`config.mk`:
```
export PLATFORM = sky130hd
export DESIGN_NAME = router_fsm
export DESIGN_NICKNAME = d
export VERILOG_FILES = /design/src/rtl/router_fsm.sv
export SDC_FILE = /design/constraint.sdc
export NUM_CORES = 1
export LEC_CHECK = 0
export BUFFER_PORTS_ARGS = -buffer_cell sky130_fd_sc_hd__buf_4
export CAP_MARGIN = 15
export CORE_MARGIN = 2
export CORE_UTILIZATION = 40
export CTS_CLUSTER_SIZE = 25
export DETAILED_ROUTE_END_ITERATION = 10
export PLACE_DENSITY = 0.71
export REMOVE_ABC_BUFFERS = 1
export SKIP_CTS_REPAIR_TIMING = 1
export SYNTH_ARGS = -nofsm -noshare
export SYNTH_HDL_FRONTEND = slang
export SYNTH_SLANG_ARGS = --single-unit
```
`constraint.sdc`:
```
create_clock -name clk -period 1.6 [get_ports clk]
set_input_delay 0.08 -clock clk [delete_from_list [all_inputs] [get_ports clk]]
set_output_delay 0.08 -clock clk [all_outputs]
set_load 0.01 [all_outputs]
```
`src/rtl/router_fsm.sv`:
```
// Packet control FSM for the 1x3 router: decodes the header address and
// sequences header, payload and parity loading into router_sync.
module router_fsm (
    input  logic       clk,
    input  logic       rstn,
    input  logic       pkt_valid,
    input  logic [1:0] data_in,
    input  logic       fifo_full,
    input  logic       e0,
    input  logic       e1,
    input  logic       e2,
    input  logic       sr0,
    input  logic       sr1,
    input  logic       sr2,
    input  logic       parity_done,
    input  logic       low_pkt_valid,
    output logic       detect_addr,
    output logic       lfd_state,
    output logic       ld_state,
    output logic       laf_state,
    output logic       full_state,
    output logic       write_enb_reg,
    output logic       rst_int_reg,
    output logic       busy
);

    typedef enum logic [2:0] {
        DECODE_ADDRESS     = 3'd0,
        LOAD_FIRST_DATA    = 3'd1,
        LOAD_DATA          = 3'd2,
        LOAD_PARITY        = 3'd3,
        FIFO_FULL_STATE    = 3'd4,
        LOAD_AFTER_FULL    = 3'd5,
        WAIT_TILL_EMPTY    = 3'd6,
        CHECK_PARITY_ERROR = 3'd7
    } state_t;

    state_t     r_state;
    state_t     w_next;
    logic [1:0] r_addr;

    // Padded to 4 entries so a 2-bit index never falls out of range.
    logic [3:0] w_empty;
    logic [3:0] w_sr;
    logic       w_hdr_ok;
    logic       w_soft_rst;

    assign w_empty    = {1'b0, e2, e1, e0};
    assign w_sr       = {1'b0, sr2, sr1, sr0};
    assign w_hdr_ok   = pkt_valid && (data_in != 2'd3);
    assign w_soft_rst = w_sr[r_addr] && (r_state != DECODE_ADDRESS);

    always_ff @(posedge clk or negedge rstn) begin
        if (!rstn) begin
            r_state <= DECODE_ADDRESS;
            r_addr  <= 2'b00;
        end else begin
            r_state <= w_next;
            if (r_state == DECODE_ADDRESS && w_hdr_ok)
                r_addr <= data_in;
        end
    end

    always_comb begin
        w_next = r_state;
        case (r_state)
            DECODE_ADDRESS: begin
                if (w_hdr_ok)
                    w_next = w_empty[data_in] ? LOAD_FIRST_DATA
                                              : WAIT_TILL_EMPTY;
            end
            WAIT_TILL_EMPTY: begin
                if (w_empty[r_addr])
                    w_next = LOAD_FIRST_DATA;
            end
            LOAD_FIRST_DATA: w_next = LOAD_DATA;
            LOAD_DATA: begin
                if (fifo_full)
                    w_next = FIFO_FULL_STATE;
                else if (!pkt_valid)
                    w_next = LOAD_PARITY;
            end
            FIFO_FULL_STATE: begin
                if (!fifo_full)
                    w_next = LOAD_AFTER_FULL;
            end
            LOAD_AFTER_FULL: begin
                if (parity_done)
                    w_next = DECODE_ADDRESS;
                else if (low_pkt_valid)
                    w_next = LOAD_PARITY;
                else
                    w_next = LOAD_DATA;
            end
            LOAD_PARITY: w_next = CHECK_PARITY_ERROR;
            CHECK_PARITY_ERROR: begin
                w_next = fifo_full ? FIFO_FULL_STATE : DECODE_ADDRESS;
            end
            default: w_next = DECODE_ADDRESS;
        endcase
        // Soft reset of the addressed FIFO abandons the packet.
        if (w_soft_rst)
            w_next = DECODE_ADDRESS;
    end

    always_comb begin
        detect_addr   = (r_state == DECODE_ADDRESS);
        lfd_state     = (r_state == LOAD_FIRST_DATA);
        ld_state      = (r_state == LOAD_DATA);
        laf_state     = (r_state == LOAD_AFTER_FULL);
        full_state    = (r_state == FIFO_FULL_STATE);
        rst_int_reg   = (r_state == CHECK_PARITY_ERROR);
        write_enb_reg = (r_state == LOAD_DATA)
                     || (r_state == LOAD_PARITY)
                     || (r_state == LOAD_AFTER_FULL);
        busy          = !((r_state == DECODE_ADDRESS)
                       || (r_state == LOAD_DATA));
    end

endmodule

```
=== Word-level counts from Yosys, hierarchy flattened ===
Cells that the tools add are included.

* Bitwise gates (word level): 0
* Order comparisons: 2
* Multipliers: 0
* Muxes and demuxes: 17
* Div/mod/pow operators: 0
* Equality and inequality tests: 12
* Add/subtract/negate cells: 0
* Reductions and logical operators: 10
* Shift operators: 0

{| class="wikitable"
|+ Operators by type and width
! cell !! count
|-
| $mux 3 || 8
|-
| $pmux 3 s8 || 1
|-
| $eq 3x3->1 const B || 4
|-
| $bmux 1 s2 || 3
|-
| $eq 3x2->1 const B || 2
|-
| $lt 2x3->1 const B || 2
|-
| $mux 1 || 4
|-
| $ne 4x3->1 const B || 1
|-
| $reduce_and 4->1 || 1
|-
| $eq 3x1->1 const B || 1
|-
| $logic_and 1x1->1 || 3
|-
| $logic_not 3->1 || 1
|-
| $logic_or 1x1->1 || 3
|-
| $ne 3x1->1 const B || 1
|-
| $ne 3x2->1 const B || 1
|-
| $ne 3x3->1 const B || 1
|-
| $reduce_bool 3->1 || 1
|-
| $mux 2 || 1
|-
| $ne 2x2->1 const B || 1
|-
| $logic_not 1->1 || 1
|}

* Bits in latches: 0
* Word-level logic and storage cells: 43
* Output and inout bits: 8
* Memory bits (read-only): 0
* Bits of input ports: 14
* Register bits: 5
* Memories kept: 0
* Memory bits (writable): 0

=== Depth between registers and ports, before layout ===
Gate-level depths: netlist of run 1.

* Depth in word-level cells: 6
* Depth in mapped cells: 5
* Mapped depth without buffers: 4

=== Worst setup path after synthesis of run 1 ===
Ideal clock, no wire load.

* Path kind: flip-flop to flip-flop
* Start point: reg r_state[1]
* End point: reg r_state[1]
* Stages on the path, launching flop included: 6
* Arrival: 1.437 ns
* Required time: 1.476 ns
* Path buffers: 1
* Setup slack: 0.039 ns
* Clock period less this slack: 1.561 ns
* Library setup time: 0.124 ns
* Cell sequence: dfrtp_1 -> buf_6 -> nor3_4 -> nand3_4 -> a32o_1 -> o31a_1

* Elaborated cells between the ends (all ways): 17
* Classes of those cells: eq/ne: 11; mux: 2; reduce/logical: 4

{| class="wikitable"
|+ RTL lines
! what !! line !! text
|-
| start, declared || 38 || <nowiki>state_t r_state;</nowiki>
|-
| start signal, assigned || 58 || <nowiki>r_state <= w_next;</nowiki>
|-
| $logic_not 3->1 * || - ||
|-
| via detect_addr || 17 || <nowiki>output logic detect_addr,</nowiki>
|-
| $pmux 3 s8 or $ne 3x1->1 (tied branches) || - ||
|-
| $mux 3 or $reduce_and 4->1 (tied branches) || - ||
|}

The timed path passes the listed nets; every way through them passes the cells marked *.
A chain may end at the register's enable or synchronous reset.

=== Worst setup path after layout of run 1 ===
* Start point: reg r_state[2]
* End point: reg r_state[1]

* Word-level cells in the longest chain between the ends: 4
* Elaborated cells between the ends (all ways): 17
* Classes of those cells: eq/ne: 11; mux: 2; reduce/logical: 4

{| class="wikitable"
|+ Ends and longest elaborated chain
! what !! line !! text
|-
| $reduce_bool 3->1 || 51 || <nowiki>assign w_soft_rst = w_sr[r_addr] && (r_state != DECODE_ADDRESS);</nowiki>
|-
| $logic_and 1x1->1 || 51 ||
|-
| $ne 4x3->1 (no source line) (tied with other cells) || - ||
|-
| $reduce_and 4->1 (no source line) || - ||
|}

Parallel ways exist; a longest one is shown, timed or not.

==> flow_summary_export.csv, run 1 <==
group,metric,value,unit
logic_synthesis,synth_seq_area_share,0.2398,
placement,post-place-ws,46.90,ps
timing,hold_viol_final,0,
grt,track_usage,0.1791,
route,vias,555,
worst_setup_path,crit_type,"reg2reg",
timing,finalCritPeriodShare,0.9734,
floorplan,rows,13,
grt,global_route.usage.met2,0.2944,
logic_synthesis,synthArstFlopShare,1.000,
timing,tightest_slew,366.0,ps
clocking,root_buffer,"clkbuf_4",
pwr,comb_power_share,0.700,
floorplan,io_pins,22,
grt,grt_first_pass_wirelength,1842,microns
route,drc,0,
floorplan,start_util,0.4166,
pwr,seqPwrFrac,0.194,
cells_and_area,post-route-util,0.6194,
route,antenna_left,0,
floorplan,fp.dieArea,1609,sq um
pwr,power_frac_clock,0.106,
grt,global_route.usage.met1,0.2158,
clocking,clock_latency,250,ps
clocking,numCtsBuffers,3,
timing,setup_viol,0,
min_path,hold_class,"in2reg",
floorplan,core,1252,sq um
cells_and_area,fin_nets,104,
clocking,cts_buffer_depth,2,
floorplan,die_h,40.12,microns
grt,grt_max_degree,17,
logic_synthesis,ys_ff_latch,5,
pwr,total_power,1.423,mW
floorplan,die_w,40.12,microns
pwr,p_int,0.8236,mW
route,wirelength,1306,microns
worst_setup_path,setup.worst_path.start,"r_state[2]",
clocking,htreeDepth,1,
logic_synthesis,syn_inst,59,
logic_synthesis,synth_ff_type,"dfrtp_1",
grt,met3_usage,0.06667,
cells_and_area,antennaDiodeCount,0,
placement,port_buffers,21,
run,cap_violations,0,
worst_setup_path,crit_end,"r_state[1]",
worst_setup_path,worstSetupEndpointType,"flip-flop",
timing,max_freq,642.1,MHz
logic_synthesis,yosysWarnings,0,
worst_setup_path,arrival,1680,ps
route,dr.first_iter.drc_count,7,
grt,antenna_found_initial,0,
placement,routabilityCongestion,0.8383,
worst_setup_path,critPathLaunchType,"flip-flop",
clocking,clkSinkCount,5,
grt,grt_pass1_vias,457,
logic_synthesis,synthesis.area,521.8,sq um
grt,grt.overflow.total,0,
pwr,p_leak,0.3662,nW
route,drt-pass1-iter-count,4,
clocking,cts_tree,"yes",
pwr,power.share.switching,0.4214,
timing,holdWs,102.5,ps
clocking,cts.clk_slew.worst_paths,50,ps
timing,skew,11.51,ps
logic_synthesis,synth.distinct_cells,32,
timing,drv_slew,0,
cells_and_area,design_area,775.7,sq um
worst_setup_path,timing.rr.end,"r_state[1]",
pwr,ir_worst_vdd,931.1,uV
placement,hpwl,1021,microns
cells_and_area,final_layout_size_suffix_gt1_frac,0.4494,
worst_setup_path,r2r-start,"r_state[2]",
cells_and_area,final_cell_mix,"buf_4, nor2_1, nand2_1",
logic_synthesis,avgSynthCellArea,8.843,sq um
route,wl_per_cell,12.56,microns
worst_setup_path,critical_path.max_fanout,4,
pwr,p_switching,0.5998,mW
cells_and_area,final_common_cell,"buf_4",
grt,top_usage_layer,"met2",
timing,relSlewSlack,0.7535,
worst_setup_path,reg2reg_setup_slack,40,ps
worst_setup_path,reg2regPathDepth,4,
timing,period_minus_slack,1557,ps
pwr,power_density,1835,nW/um^2
placement,placed_area,703.2,sq um
route,avgViaCountPerCell,5.337,
cells_and_area,syn2layout_area_growth,48.68,%
timing,fin_ws,42.51,ps
logic_synthesis,synth-edff-count,0,
worst_setup_path,cp.required,1720,ps
run_status,status,"finished, final reports clean",
==> per-layer routing <==
metal  routed length (microns)  vias to the layer above
met5                         0                        -
met4                         8                        0
met3                        82                        2
met2                       649                       14
met1                       566                      257
li1                          -                      282
==> power by group through the flow <==
stage                     clock network [mW]  registers (mW)  logic, mW
after global placement                     0           0.282      0.877
after detailed placement                   0           0.285      0.887
final                                  0.151           0.276      0.996
after floorplan                            0           0.317      0.507
after CTS                              0.156           0.284      0.889
after global routing                   0.166           0.283       1.08
==> synth_stat cells, types with 2 or more instances <==
cell type | n | area share
inv_1 | 2 | 0.014
nor2b_1 | 3 | 0.036
mux2i_1 | 4 | 0.077
nand2_1 | 5 | 0.036
nor2_1 | 5 | 0.036
and3b_1 | 2 | 0.034
o21ai_0 | 4 | 0.038
nor3b_1 | 2 | 0.029
a211oi_1 | 2 | 0.029
mux2_2 | 2 | 0.043
dfrtp_1 | 5 | 0.24
mux2_1 | 2 | 0.043
buf_2 | 2 | 0.019
==> per-stage QoR <==
stage / TNS (ps) / instances
finish: 0 / 104
global route: -5.088 / 104
CTS: 0 / 99
detailed placement: 0 / 95
global placement: 0 / 95
floorplan: -57.85 / 55
==> sequential cells by signal, indices dropped and copies added, names as in the netlist <==
name,flops
r_addr,2
r_state,3
==> cells by family after synthesis <==
| family | after synthesis | share of synthesized area |
|---|---|---|
| buffers and inverters | 6 | 0.06235 |
| DFF | 5 | 0.2398 |
| and+or+nand+nor | 24 | 0.3118 |
| AOI/OAI and AO/OA | 16 | 0.2230 |
| muxes | 8 | 0.1631 |
==> how the worst min path moves through the flow <==
stage | start | end | slack, ps | cells after the start
after global placement | rstn | r_state[1] | -110 | 1
after global routing | data_in[1] | r_addr[1] | 90 | 2
after CTS | rstn | r_addr[1] | -380 | 1
final | data_in[1] | r_addr[1] | 100 | 2
after detailed placement | rstn | r_state[0] | -120 | 1
after floorplan | rstn | r_addr[0] | -220 | 0
==> final cells by class <==
class | count | area [sq um]
clock buffers | 4 | 26.28
fillers | 105 | 476.7
inverters | 2 | 7.507
multi-input cells | 48 | 369.1
flip-flops and latches | 5 | 126.4
well taps | 15 | 18.77
repair buffers | 30 | 227.7
==> critical path, stage by stage (launching register included) <==
cell and delay (ps):
dfrtp_2 440, nor3_4 280, nand3_4 120, a32o_1 270
o31a_1 310
Power figures use the tool's default switching activity.
==> inputs of run 2 (changes only) <==
--- a/config.mk
+++ b/config.mk
@@ -7,10 +7,11 @@
 export LEC_CHECK = 0
 export BUFFER_PORTS_ARGS = -buffer_cell sky130_fd_sc_hd__buf_4
 export CAP_MARGIN = 15
-export CORE_MARGIN = 2
+export CORE_MARGIN = 5
 export CORE_UTILIZATION = 40
 export CTS_CLUSTER_SIZE = 25
 export DETAILED_ROUTE_END_ITERATION = 10
+export MAX_ROUTING_LAYER = met4
 export PLACE_DENSITY = 0.71
 export REMOVE_ABC_BUFFERS = 1
 export SKIP_CTS_REPAIR_TIMING = 1
==> flow_summary_export.csv, run 2 (same netlist as run 1, synthesis figures left out) <==
group,metric,value,unit
worst_setup_path,cp_cell_sequence,"nor3_4 -> nand3_4 -> a32o_1 -> o31a_1",
cells_and_area,fin_nets,102,
grt,grt_max_degree,13,
worst_setup_path,crit_cells,4,
min_path,hold_class,"in2reg",
min_path,hold-path-endpoint,"r_addr[0]",
worst_setup_path,timing.rr.end,"r_state[1]",
pwr,p_int,0.7776,mW
cells_and_area,largest_register,"r_state",
min_path,hold_start,"data_in[0]",
cells_and_area,design_area,754.5,sq um
timing,rsz0062_at_grt,"false",
worst_setup_path,crit_path_max_incr_delay,480,ps
timing,setup_viol,0,
cells_and_area,nFillCells,116,
route,avgViaCountPerCell,5.392,
cells_and_area,largest_register_ff_count,3,
route,vias,550,
route,drc,0,
route,wl_per_cell,13.65,microns
placement,placed_area,718.2,sq um
clocking,cts_buffer_depth,2,
pwr,power.share.switching,0.4306,
worst_setup_path,arrival,1640,ps
clocking,cts_tree,"yes",
clocking,cts.clk_slew.worst_paths,50,ps
clocking,clock_latency,240,ps
grt,track_usage,0.1487,
run,cap_violations,0,
placement,hpwl,1128,microns
pwr,ir_worst_vdd,1175,uV
route,drt-pass1-iter-count,4,
timing,max_freq,660.3,MHz
grt,antenna_found_initial,0,
worst_setup_path,path_delay_family,"compound AO/OA/AOI/OAI gates",
cells_and_area,antennaDiodeCount,0,
pwr,p_leak,0.3567,nW
grt,grt_pass1_vias,493,
timing,period_minus_slack,1514,ps
worst_setup_path,setup.worst_path.start,"r_state[2]",
floorplan,core,1269,sq um
route,wirelength,1392,microns
floorplan,start_util,0.4112,
worst_setup_path,critPathLaunchType,"flip-flop",
worst_setup_path,reg2reg_setup_slack,90,ps
worst_setup_path,critical_path.max_fanout,8,
clocking,clkSinkCount,5,
placement,port_buffers,21,
pwr,comb_power_share,0.678,
worst_setup_path,slowest_stage,"dfrtp_1",
route,dr.first_iter.drc_count,7,
worst_setup_path,crit_type,"reg2reg",
cells_and_area,final_cell_mix,"buf_4, nor2_1, nand2_1, dfrtp_1",
cells_and_area,syn2layout_area_growth,44.60,%
route,antenna_left,0,
floorplan,io_pins,22,
timing,drv_slew,0,
clocking,numCtsBuffers,3,
cells_and_area,reg_top3,"r_state (3), r_addr (2)",
floorplan,die_w,46.12,microns
timing,finalCritPeriodShare,0.9465,
pwr,seqPwrFrac,0.212,
timing,hold_viol_final,0,
clocking,root_buffer,"clkbuf_4",
worst_setup_path,cp.required,1730,ps
worst_setup_path,cp.buffers_inverters,0,
floorplan,die_h,46.12,microns
timing,tightest_slew,375.5,ps
cells_and_area,final_common_cell,"buf_4",
pwr,p_switching,0.5881,mW
min_path,min_path_cells,2,
placement,routabilityCongestion,0.8238,
placement,post-place-ws,92.78,ps
timing,relSlewSlack,0.7432,
worst_setup_path,reg2regPathDepth,4,
floorplan,fp.dieArea,2127,sq um
timing,fin_ws,85.65,ps
clocking,htreeDepth,1,
grt,grt_first_pass_wirelength,2235,microns
pwr,power_density,1810,nW/um^2
worst_setup_path,r2r-start,"r_state[2]",
timing,skew,0.8638,ps
grt,grt.overflow.total,0,
floorplan,rows,13,
pwr,power_frac_clock,0.109,
worst_setup_path,worstSetupEndpointType,"flip-flop",
cells_and_area,final_layout_size_suffix_gt1_frac,0.4138,
run_status,status,"finished, final reports clean",
run 2: cell types whose count changed in the layout (fill, tap and decap cells not counted), sizes merged:
cell,previous run,this run
buf,29,27
run 2: power by group through the flow:
stage / logic, mW / registers [mW] / clock network (mW)
after detailed placement: 0.925 / 0.288 / 0
after global placement: 0.912 / 0.290 / 0
final: 0.926 / 0.290 / 0.149
after floorplan: 0.507 / 0.317 / 0
after global routing: 1.02 / 0.297 / 0.159
after CTS: 0.927 / 0.287 / 0.152
run 2: area by class of cell:
| type | instances | area (sq um) | share of cell area |
|---|---|---|---|
| Tap cell | 15 | 18.77 | 0.02488 |
| Timing Repair Buffer | 28 | 212.7 | 0.2819 |
| Clock buffer | 4 | 26.28 | 0.03483 |
| Multi-Input combinational cell | 48 | 364.1 | 0.4826 |
| Sequential cell | 5 | 125.1 | 0.1658 |
| Inverter | 2 | 7.507 | 0.009950 |
run 2: per-layer routing:
layer / vias to the layer above / wire length (microns) / share of wire / GRT usage
met5: - / 0 / 0 / -
li1: 277 / - / - / -
met4: 0 / 16 / 0.011 / 0.07955
met3: 2 / 96 / 0.069 / 0.01172
met2: 19 / 674 / 0.48 / 0.1951
met1: 252 / 605 / 0.43 / 0.2209
run 2: metrics by stage:
stage / power, mW / std cells / util / setup TNS, ps / hold slack [ps]
floorplan: 0.8246 / 55 / - / -57.85 / -215.6
global placement: 1.202 / 97 / 0.5661 / 0 / -116.4
detailed placement: 1.213 / 97 / 0.5661 / 0 / -114.8
CTS: 1.366 / 101 / 0.5868 / 0 / -374.5
global route: 1.477 / 102 / 0.5947 / 0 / 122.6
finish: 1.366 / 102 / 0.5947 / 0 / 105.8
run 2: worst reg2reg max path, stage by stage (launching register included):
cell     delay, ps
dfrtp_1        480
nor3_4         220
nand3_4        120
a32o_1         270
o31a_1         300
run 2: worst max-delay path by stage:
| stage | endpoint |
|---|---|
| final | r_state[1] |
| after global routing | r_state[1] |
| after CTS | r_state[1] |
| after detailed placement | r_state[1] |
| after global placement | r_state[1] |
| after floorplan | r_state[1] |
